[src/rtl/top_pkg.sv]
// Shared types and constants for the top_cpu shift-add multiplier slice.
// Optional build macro used by this slice: TOP_SIGNED_MUL_EN.
package top_pkg;

    localparam int DATA_W    = 8;
    localparam int PROD_W    = 16;
    localparam int MUL_STEPS = 8;
    localparam int CNT_W     = 3;

    typedef enum logic [2:0] {
        IDLE   = 3'd0,
        LOAD_A = 3'd1,
        LOAD_B = 3'd2,
        MUL    = 3'd3,
        ST_LO  = 3'd4,
        ST_HI  = 3'd5,
        DONE   = 3'd6
    } state_t;

endpackage

[src/rtl/data_mem.sv]
// Single-port byte RAM: combinational read, synchronous write, no reset
// so that preloaded contents survive a reset of the surrounding logic.
module data_mem #(
    parameter int ADDR_W = 8,
    parameter int DATA_W = 8
) (
    input  logic              i_clk,
    input  logic              i_we,
    input  logic [ADDR_W-1:0] i_addr,
    input  logic [DATA_W-1:0] i_wdata,
    output logic [DATA_W-1:0] o_rdata
);

    logic [DATA_W-1:0] my_memory [0:(1<<ADDR_W)-1];

    assign o_rdata = my_memory[i_addr];

    always_ff @(posedge i_clk) begin
        if (i_we) begin
            my_memory[i_addr] <= i_wdata;
        end
    end

endmodule

[src/rtl/top_cpu.sv]
// Self-contained compute top: loads two bytes, shift-add multiplies them and
// stores the 16-bit product. TOP_SIGNED_MUL_EN selects two's-complement operands.
module top_cpu
    import top_pkg::*;
#(
    parameter int ADDR_W = 8,
    parameter int SRC_A  = 0,
    parameter int SRC_B  = 1,
    parameter int DST    = 2
) (
    input  logic clk,
    input  logic reset,
    output logic done
);

    // Truncation to ADDR_W makes DST+1 wrap around the memory.
    localparam logic [ADDR_W-1:0] L_SRC_A  = ADDR_W'(SRC_A);
    localparam logic [ADDR_W-1:0] L_SRC_B  = ADDR_W'(SRC_B);
    localparam logic [ADDR_W-1:0] L_DST_LO = ADDR_W'(DST);
    localparam logic [ADDR_W-1:0] L_DST_HI = ADDR_W'(DST + 1);
    localparam logic [CNT_W-1:0]  L_LAST   = CNT_W'(MUL_STEPS - 1);

    state_t              r_state;
    state_t              w_next_state;
    logic [PROD_W-1:0]   r_acc;
    logic [PROD_W-1:0]   r_mcand;
    logic [DATA_W-1:0]   r_mplier;
    logic [CNT_W-1:0]    r_cnt;
    logic                r_done;

    logic [ADDR_W-1:0]   w_addr;
    logic                w_we;
    logic [DATA_W-1:0]   w_wdata;
    logic [DATA_W-1:0]   w_rdata;
    logic [PROD_W-1:0]   w_mcand_ext;

    data_mem #(
        .ADDR_W (ADDR_W),
        .DATA_W (DATA_W)
    ) dm1 (
        .i_clk   (clk),
        .i_we    (w_we),
        .i_addr  (w_addr),
        .i_wdata (w_wdata),
        .o_rdata (w_rdata)
    );

`ifdef TOP_SIGNED_MUL_EN
    assign w_mcand_ext = {{(PROD_W-DATA_W){w_rdata[DATA_W-1]}}, w_rdata};
`else
    assign w_mcand_ext = {{(PROD_W-DATA_W){1'b0}}, w_rdata};
`endif

    assign done = r_done;

    always_ff @(posedge clk or negedge reset) begin
        if (!reset) begin
            r_state <= IDLE;
        end else begin
            r_state <= w_next_state;
        end
    end

    always_comb begin
        w_next_state = r_state;
        w_addr       = L_SRC_A;
        w_we         = 1'b0;
        w_wdata      = r_acc[DATA_W-1:0];
        case (r_state)
            IDLE:   w_next_state = LOAD_A;
            LOAD_A: w_next_state = LOAD_B;
            LOAD_B: begin
                w_addr       = L_SRC_B;
                w_next_state = MUL;
            end
            MUL: begin
                if (r_cnt == L_LAST) begin
                    w_next_state = ST_LO;
                end
            end
            ST_LO: begin
                w_addr       = L_DST_LO;
                w_we         = 1'b1;
                w_wdata      = r_acc[DATA_W-1:0];
                w_next_state = ST_HI;
            end
            ST_HI: begin
                w_addr       = L_DST_HI;
                w_we         = 1'b1;
                w_wdata      = r_acc[PROD_W-1:DATA_W];
                w_next_state = DONE;
            end
            DONE:    w_next_state = DONE;
            default: w_next_state = IDLE;
        endcase
    end

    always_ff @(posedge clk or negedge reset) begin
        if (!reset) begin
            r_acc    <= '0;
            r_mcand  <= '0;
            r_mplier <= '0;
            r_cnt    <= '0;
            r_done   <= 1'b0;
        end else begin
            case (r_state)
                LOAD_A: begin
                    r_mcand <= w_mcand_ext;
                    r_acc   <= '0;
                end
                LOAD_B: begin
                    r_mplier <= w_rdata;
                    r_cnt    <= '0;
                end
                MUL: begin
                    if (r_mplier[0]) begin
`ifdef TOP_SIGNED_MUL_EN
                        // Multiplier MSB carries weight -128 in two's complement.
                        if (r_cnt == L_LAST) begin
                            r_acc <= r_acc - r_mcand;
                        end else begin
                            r_acc <= r_acc + r_mcand;
                        end
`else
                        r_acc <= r_acc + r_mcand;
`endif
                    end
                    r_mcand  <= r_mcand << 1;
                    r_mplier <= r_mplier >> 1;
                    r_cnt    <= r_cnt + 1'b1;
                end
                ST_HI:   r_done <= 1'b1;
                default: ;
            endcase
        end
    end

endmodule

[config.mk]
export PLATFORM = sky130hd
export DESIGN_NAME = top_cpu
export DESIGN_NICKNAME = d
export VERILOG_FILES = /design/src/rtl/top_pkg.sv /design/src/rtl/data_mem.sv /design/src/rtl/top_cpu.sv
export SDC_FILE = /design/constraint.sdc
export NUM_CORES = 1
export LEC_CHECK = 0
export CORE_MARGIN = 2
export CORE_UTILIZATION = 25
export CTS_CLUSTER_DIAMETER = 100
export DETAILED_ROUTE_END_ITERATION = 12
export RECOVER_POWER = 25
export SLEW_MARGIN = 20
export SYNTH_ARGS = -nofsm -noshare
export SYNTH_HDL_FRONTEND = slang
export SYNTH_SLANG_ARGS = --single-unit
[constraint.sdc]
create_clock -name clk -period 1.9 [get_ports clk]
set_input_delay 0.57 -clock clk [delete_from_list [all_inputs] [get_ports clk]]
set_output_delay 0.57 -clock clk [all_outputs]
set_load 0.01 [all_outputs]
==> out/metrics.yaml <==
die:
  dieArea_mm2: 0.00166
  io_pins: 3
  fp-row-count: 13
  die_w_um: 40.7
  coreArea_mm2: 0.00128
  initial_core_util_pct: 26.2
  die_h_um: 40.7
critical_path:
  worstPathCellList: "clkdlybuf4s50_1"
  critPathLaunchType: "register"
  critPathMaxStageDelay_ps: 530
  crit_family: "buffers and inverters"
  endpoint_kind: "primary output"
  timing.rr.end: "r_state[2]"
  cp_slowest_cell: "clkdlybuf4s50_1"
  path_buf_inv: 1
  r2r-start: "r_cnt[0]"
  path_class: "reg -> out"
  rrSetupSlack_ps: 600
  reg2reg_depth: 4
  worstPathRequired_ps: 1330
  arrival_ps: 1110
  worst-path-max-fanout: 2
  startpoint: "done"
timing:
  fmax_ghz: 0.594
  fin_skew_ps: 7.35
  finalSetupTns_ps: 0
  tightest_slew_ps: 324
  fin_ws_ps: 216
  setup_viol: 0
  finalHoldViolCount: 0
  slew_headroom_pct: 78.3
  rsz0062_at_grt: "no"
  min_period_ps: 1680
  period_share_pct: 88.6
  slew_viol_final: 0
global_route:
  antenna_found_initial: 0
  track_usage_pct: 10.5
  grt_pass1_vias: 231
  grt_max_degree: 9
  grt_pass1_wl_um: 979
  globalRouteOverflowTotal: 0
placement:
  place_inst: 44
  port_buffers: 2
  place_ws_ps: 479
  dp_hpwl_um: 406
  gp_congestion: 0.568
clocking:
  cts_hold_buf: 0
  cts_sinks: 7
  clk_pin_slew_ps: 50
  cts_tree: "done"
  cts_buffers: 3
  cts_setup_buffers: 0
  root_buffer: "clkbuf_4"
  clkLatencyLatePin_ps: 250
  htree_levels: 1
  ctsLongestPathBuffers: 2
  post_cts_resized: 0
synth:
  syn_avg_cell_area_um2: 12.0
  yosysWarnings: 0
  yosysSeqAreaShare_pct: 52.0
  synth_seq_cells: 7
  yosysTopAreaCell: "dfrtp_1"
  syn-num-nets: 32
  yosys.area.top_type_share_pct: 52.0
  postSynthCellCount: 28
  syn_area_um2: 337
  yosys.cell_types.count: 15
  netlist_top_cells_area: "dfrtp_1 52%, ha_1 7.4%, mux2i_1 5.9%, mux2_4 4.5%, nand2_1 4.5%"
cells_and_area:
  area_growth_pct: 17.8
  stdcell_count: 48
  drive_above_1_share_pct: 18.2
  diodes: 0
  final_util_pct: 30.9
  finalNetCount: 38
drt:
  routed_via_density: 4.52
  num_vias: 217
  wl_per_cell_um: 11.2
  dr.first_iter.drc_count: 1
  wl_um: 536
  drc: 0
  first_pass_iters: 2
  antenna_left: 0
hold_path:
  hp-start: "done"
  holdPathEnd: "done"
  hold_depth: 1
  worstHoldPathType: "reg -> reg"
run_status:
  outcome: "complete, no violations"
power_and_ir_drop:
  p_leak_nw: 0.174
  powerDensity_mw_per_mm2: 715
  irDropWorstVdd_uv: 382
job:
  max_cap_viol_count: 0
[synth_stat cells]
master and instances:
dfrtp_1 7, nor2b_4 1, ha_1 2, a22oi_1 1, clkbuf_2 1, o211ai_1 1
mux2_2 1, o21a_1 1, mux2i_1 2, o21bai_1 1, nand2b_1 1, mux2_4 1
nor2b_1 2, inv_1 2, nand2_1 4
[kinds of logic (layout without fill, tap and decap cells)]
logic type | Yosys count | in the layout | share of synthesized area [%]
AO/OA/AOI/OAI | 4 | 4 | 8.93
adder cells (fa/ha/maj) | 2 | 2 | 7.43
buffers and inverters | 3 | 8 | 3.72
flip-flops | 7 | 7 | 52.0
multiplexers | 4 | 4 | 13.8
AND/OR/NAND/NOR | 8 | 8 | 14.1
[per-stage QoR]
step | hold WS [ps] | power, mW | cell area [µm²]
final | 479 | 0.283 | 397
after global routing | 513 | 0.304 | 397
after CTS | 488 | 0.290 | 397
after detailed placement | 473 | 0.157 | 370
after global placement | 460 | 0.156 | 370
after floorplan | 274 | 0.152 | 337
[cell usage in the layout, fill, tap and decap left out, types with 2 or more instances in the layout]
| master | synthesis | layout |
|---|---|---|
| nand2_1 | 4 | 4 |
| nor2b_1 | 2 | 2 |
| ha_1 | 2 | 2 |
| mux2i_1 | 2 | 2 |
| clkbuf_4 | 0 | 3 |
| inv_1 | 2 | 2 |
| dfrtp_1 | 7 | 7 |
[final cells by class]
cell class / count / area (µm²)
multi-input combinational: 18 / 149
sequential: 7 / 175
clock buffer: 4 / 26.3
timing repair buffer: 2 / 20.0
tap: 15 / 18.8
fill: 127 / 888
inverter: 2 / 7.51
[how the worst max path moves through the flow]
stage	end	slack (ps)	cells after the start
5_1_grt	done	160	1
6_report	done	220	1
3_3_place_gp	done	490	1
3_5_place_dp	done	480	1
2_1_floorplan	r_state[2]	660	4
4_1_cts	done	200	1
[flip-flops by register name (all words and copies together), names as in the netlist]
| name | cells |
|---|---|
| r_state | 3 |
| done | 1 |
| r_cnt | 3 |
[layer usage]
metal  wire, µm  global-route usage [%]
met5          0                       0
met4          8                    5.00
met3         46                    9.78
met2        260                    15.1
met1        221                    10.2
[power by group]
part | leakage [nW] | switching (mW) | internal (mW)
logic | 0.0771 | 0.00277 | 0.00142
registers | 0.0822 | 0 | 0.149
clock network | 0.0150 | 0.0500 | 0.0798
Power figures use the tool's default switching activity.
==> edit (config.mk and constraints unchanged) <==
`CNT_W`: 3 -> 6.
--- a/src/rtl/top_pkg.sv
+++ b/src/rtl/top_pkg.sv
@@ -6,5 +6,5 @@
     localparam int PROD_W    = 16;
     localparam int MUL_STEPS = 8;
-    localparam int CNT_W     = 3;
+    localparam int CNT_W     = 6;
 
     typedef enum logic [2:0] {
Formal check against the unedited RTL: no difference found for any inputs over 10 cycles, from zero or initial values and one cycle with reset low; that may be too few to reach the edited logic, so the function may still have changed.
==> edit against the unedited design <==
- fmax fell by 1.6%
- wire length up 68%
- count of clock-buffer cells in the layout unchanged
- setup slack got worse by 27 ps
- sequential cell count up 3
- area after synthesis is 47% higher
- cell area rose by 45%
- total power grew 44%
- critical path depth is the same
- critical path type unchanged
==> edit: results (changes against the unedited design) <==
| Metric | Value |
|---|---|
| Status | `completed` |
| Avg WL per Cell | `11.0 um (-1.6%)` |
| Synth cell count leaders | `10 x dfrtp_1, 9 x nand2_1, 5 x nand3_1` |
| Num CTS Buffers | `3 (unchanged)` |
| Synthesis Warnings | `0 (unchanged)` |
| Type of the tightest min-delay check | `reg2reg` |
| Critical path's largest stage delay | `around 540 ps` |
| Largest net degree at the start of global routing | `13 (+4)` |
| Nets@finish | `59 (+55%)` |
| Placer Congestion | `0.741 (+30%)` |
| Max-slew headroom | `70.0% (-8.3 points)` |
| Layout cells sized above 1 | `9.09% (-9.1 points)` |
| Distinct cell type count of the synthesized netlist | `22 (+7)` |
| Wire length of the first global-routing pass | `1550 um (+59%)` |
| Sequential share of the synthesized area | `50.5% (-1.5 points)` |
| Worst slack after detailed placement | `459 ps (-19.8 ps)` |
| Syn_nets | `54 (+69%)` |
| Port buffer count | `2 (unchanged)` |
| Max Buffers Root-to-Sink | `2 (unchanged)` |
| Max reg flops | `6` |
| Clock slew at reported path FFs | `70 ps (+20 ps)` |
| 1st-pass router iterations | `4 (+2)` |
| Post-synth ARST share | `100% (unchanged)` |
| Main flop type after synthesis | `dfrtp_1` |
| Switching Share | `18.9% (+0.33 points)` |
| Via/cell ratio | `4.72 (+4.4%)` |
| Initial DRC count | `19 (+18)` |
| HPWL after DPL | `637 um (+57%)` |
| Vias in the first global route | `316 (+37%)` |
| MaxCap Viol Count | `0 (unchanged)` |
| Depth of the CTS H-tree | `1 (unchanged)` |
| Total GRT Usage | `8.74% (-1.8 points)` |
| Worst vdd ir | `0.226 mV (-41%)` |
| Setup TNS | `0 ps (unchanged)` |
| ANT cells | `0 (unchanged)` |
| WP data arrival | `1140 ps (+30 ps)` |
| Area contributors post-synth | `dfrtp_1 51%, nand2_1 6.8%, nand3_1 5.1%, a22o_1 3.5%, nand3b_1 3.0%` |
| Leak | `0.233 nW (+34%)` |
| Worst Skew | `3.16 ps (-4.19 ps)` |
[edit: changes by cell type in the layout (fill, tap and decap cells not counted), moves of 2 or more]
cell      delta
or4_1        +2
nand3b_1     +2
a22o_1       +2
o21ai_1      +2
nand2_1      +5
dfrtp_1      +3
nand3_1      +5
o21ai_0      +2
[edit: power groups by stage]
| stage | clock network (mW) | logic (mW) | registers [mW] |
|---|---|---|---|
| after floorplan | 0 | 0.0000000924 | 0.217 |
| after global placement | 0 | 0.00611 | 0.217 |
| after detailed placement | 0 | 0.00609 | 0.217 |
| after CTS | 0.196 | 0.00610 | 0.213 |
| after global routing | 0.209 | 0.00645 | 0.213 |
| final | 0.190 | 0.00531 | 0.213 |
[edit: path summary, 6_finish.rpt]
path / end / depth (start not counted) / from / slack, ps
hold / removal: done / 1 / done / 460
setup reg to reg: r_cnt[5] / 3 / r_state[2] / 440
max in group asynchronous: r_cnt[5] / 1 / reset / 910
hold reg to reg: done / 1 / done / 460
min in group asynchronous: done / 1 / reset / 680
setup / recovery: done / 1 / done / 190
[edit: metrics by stage]
step / utilization (%) / total power [mW] / instance area [sq um] / instances
6_report: 29.9 / 0.408 / 576 / 82
5_1_grt: 29.9 / 0.428 / 576 / 82
4_1_cts: 29.9 / 0.415 / 576 / 82
3_5_place_dp: 28.1 / 0.223 / 539 / 78
3_3_place_gp: 28.1 / 0.223 / 539 / 78
2_1_floorplan: - / 0.217 / 495 / 51
[edit: cell families (layout without fill, tap and decap cells)]
family | Yosys count | after routing | share of synthesized area, %
mux | 1 | 1 | 2.02
simple gates | 24 | 24 | 26.3
fa+ha+maj | 1 | 1 | 2.52
compound gates | 11 | 11 | 15.2
buf+inv | 4 | 8 | 3.54
flops | 10 | 10 | 50.5
[edit: layout make-up]
type	count	area [sq um]
repair buffers	2	20.0
flip-flops and latches	10	250
inverters	2	7.51
well taps	27	33.8
multi-input cells	37	228
fillers	215	1350
clock buffers	4	36.3
[edit: layer usage]
metal | track usage [%] | part of all wire (%)
met1 | 12.1 | 49
met2 | 11.3 | 46
met3 | 4.94 | 4.8
met4 | 2.86 | 0
met5 | 0 | 0
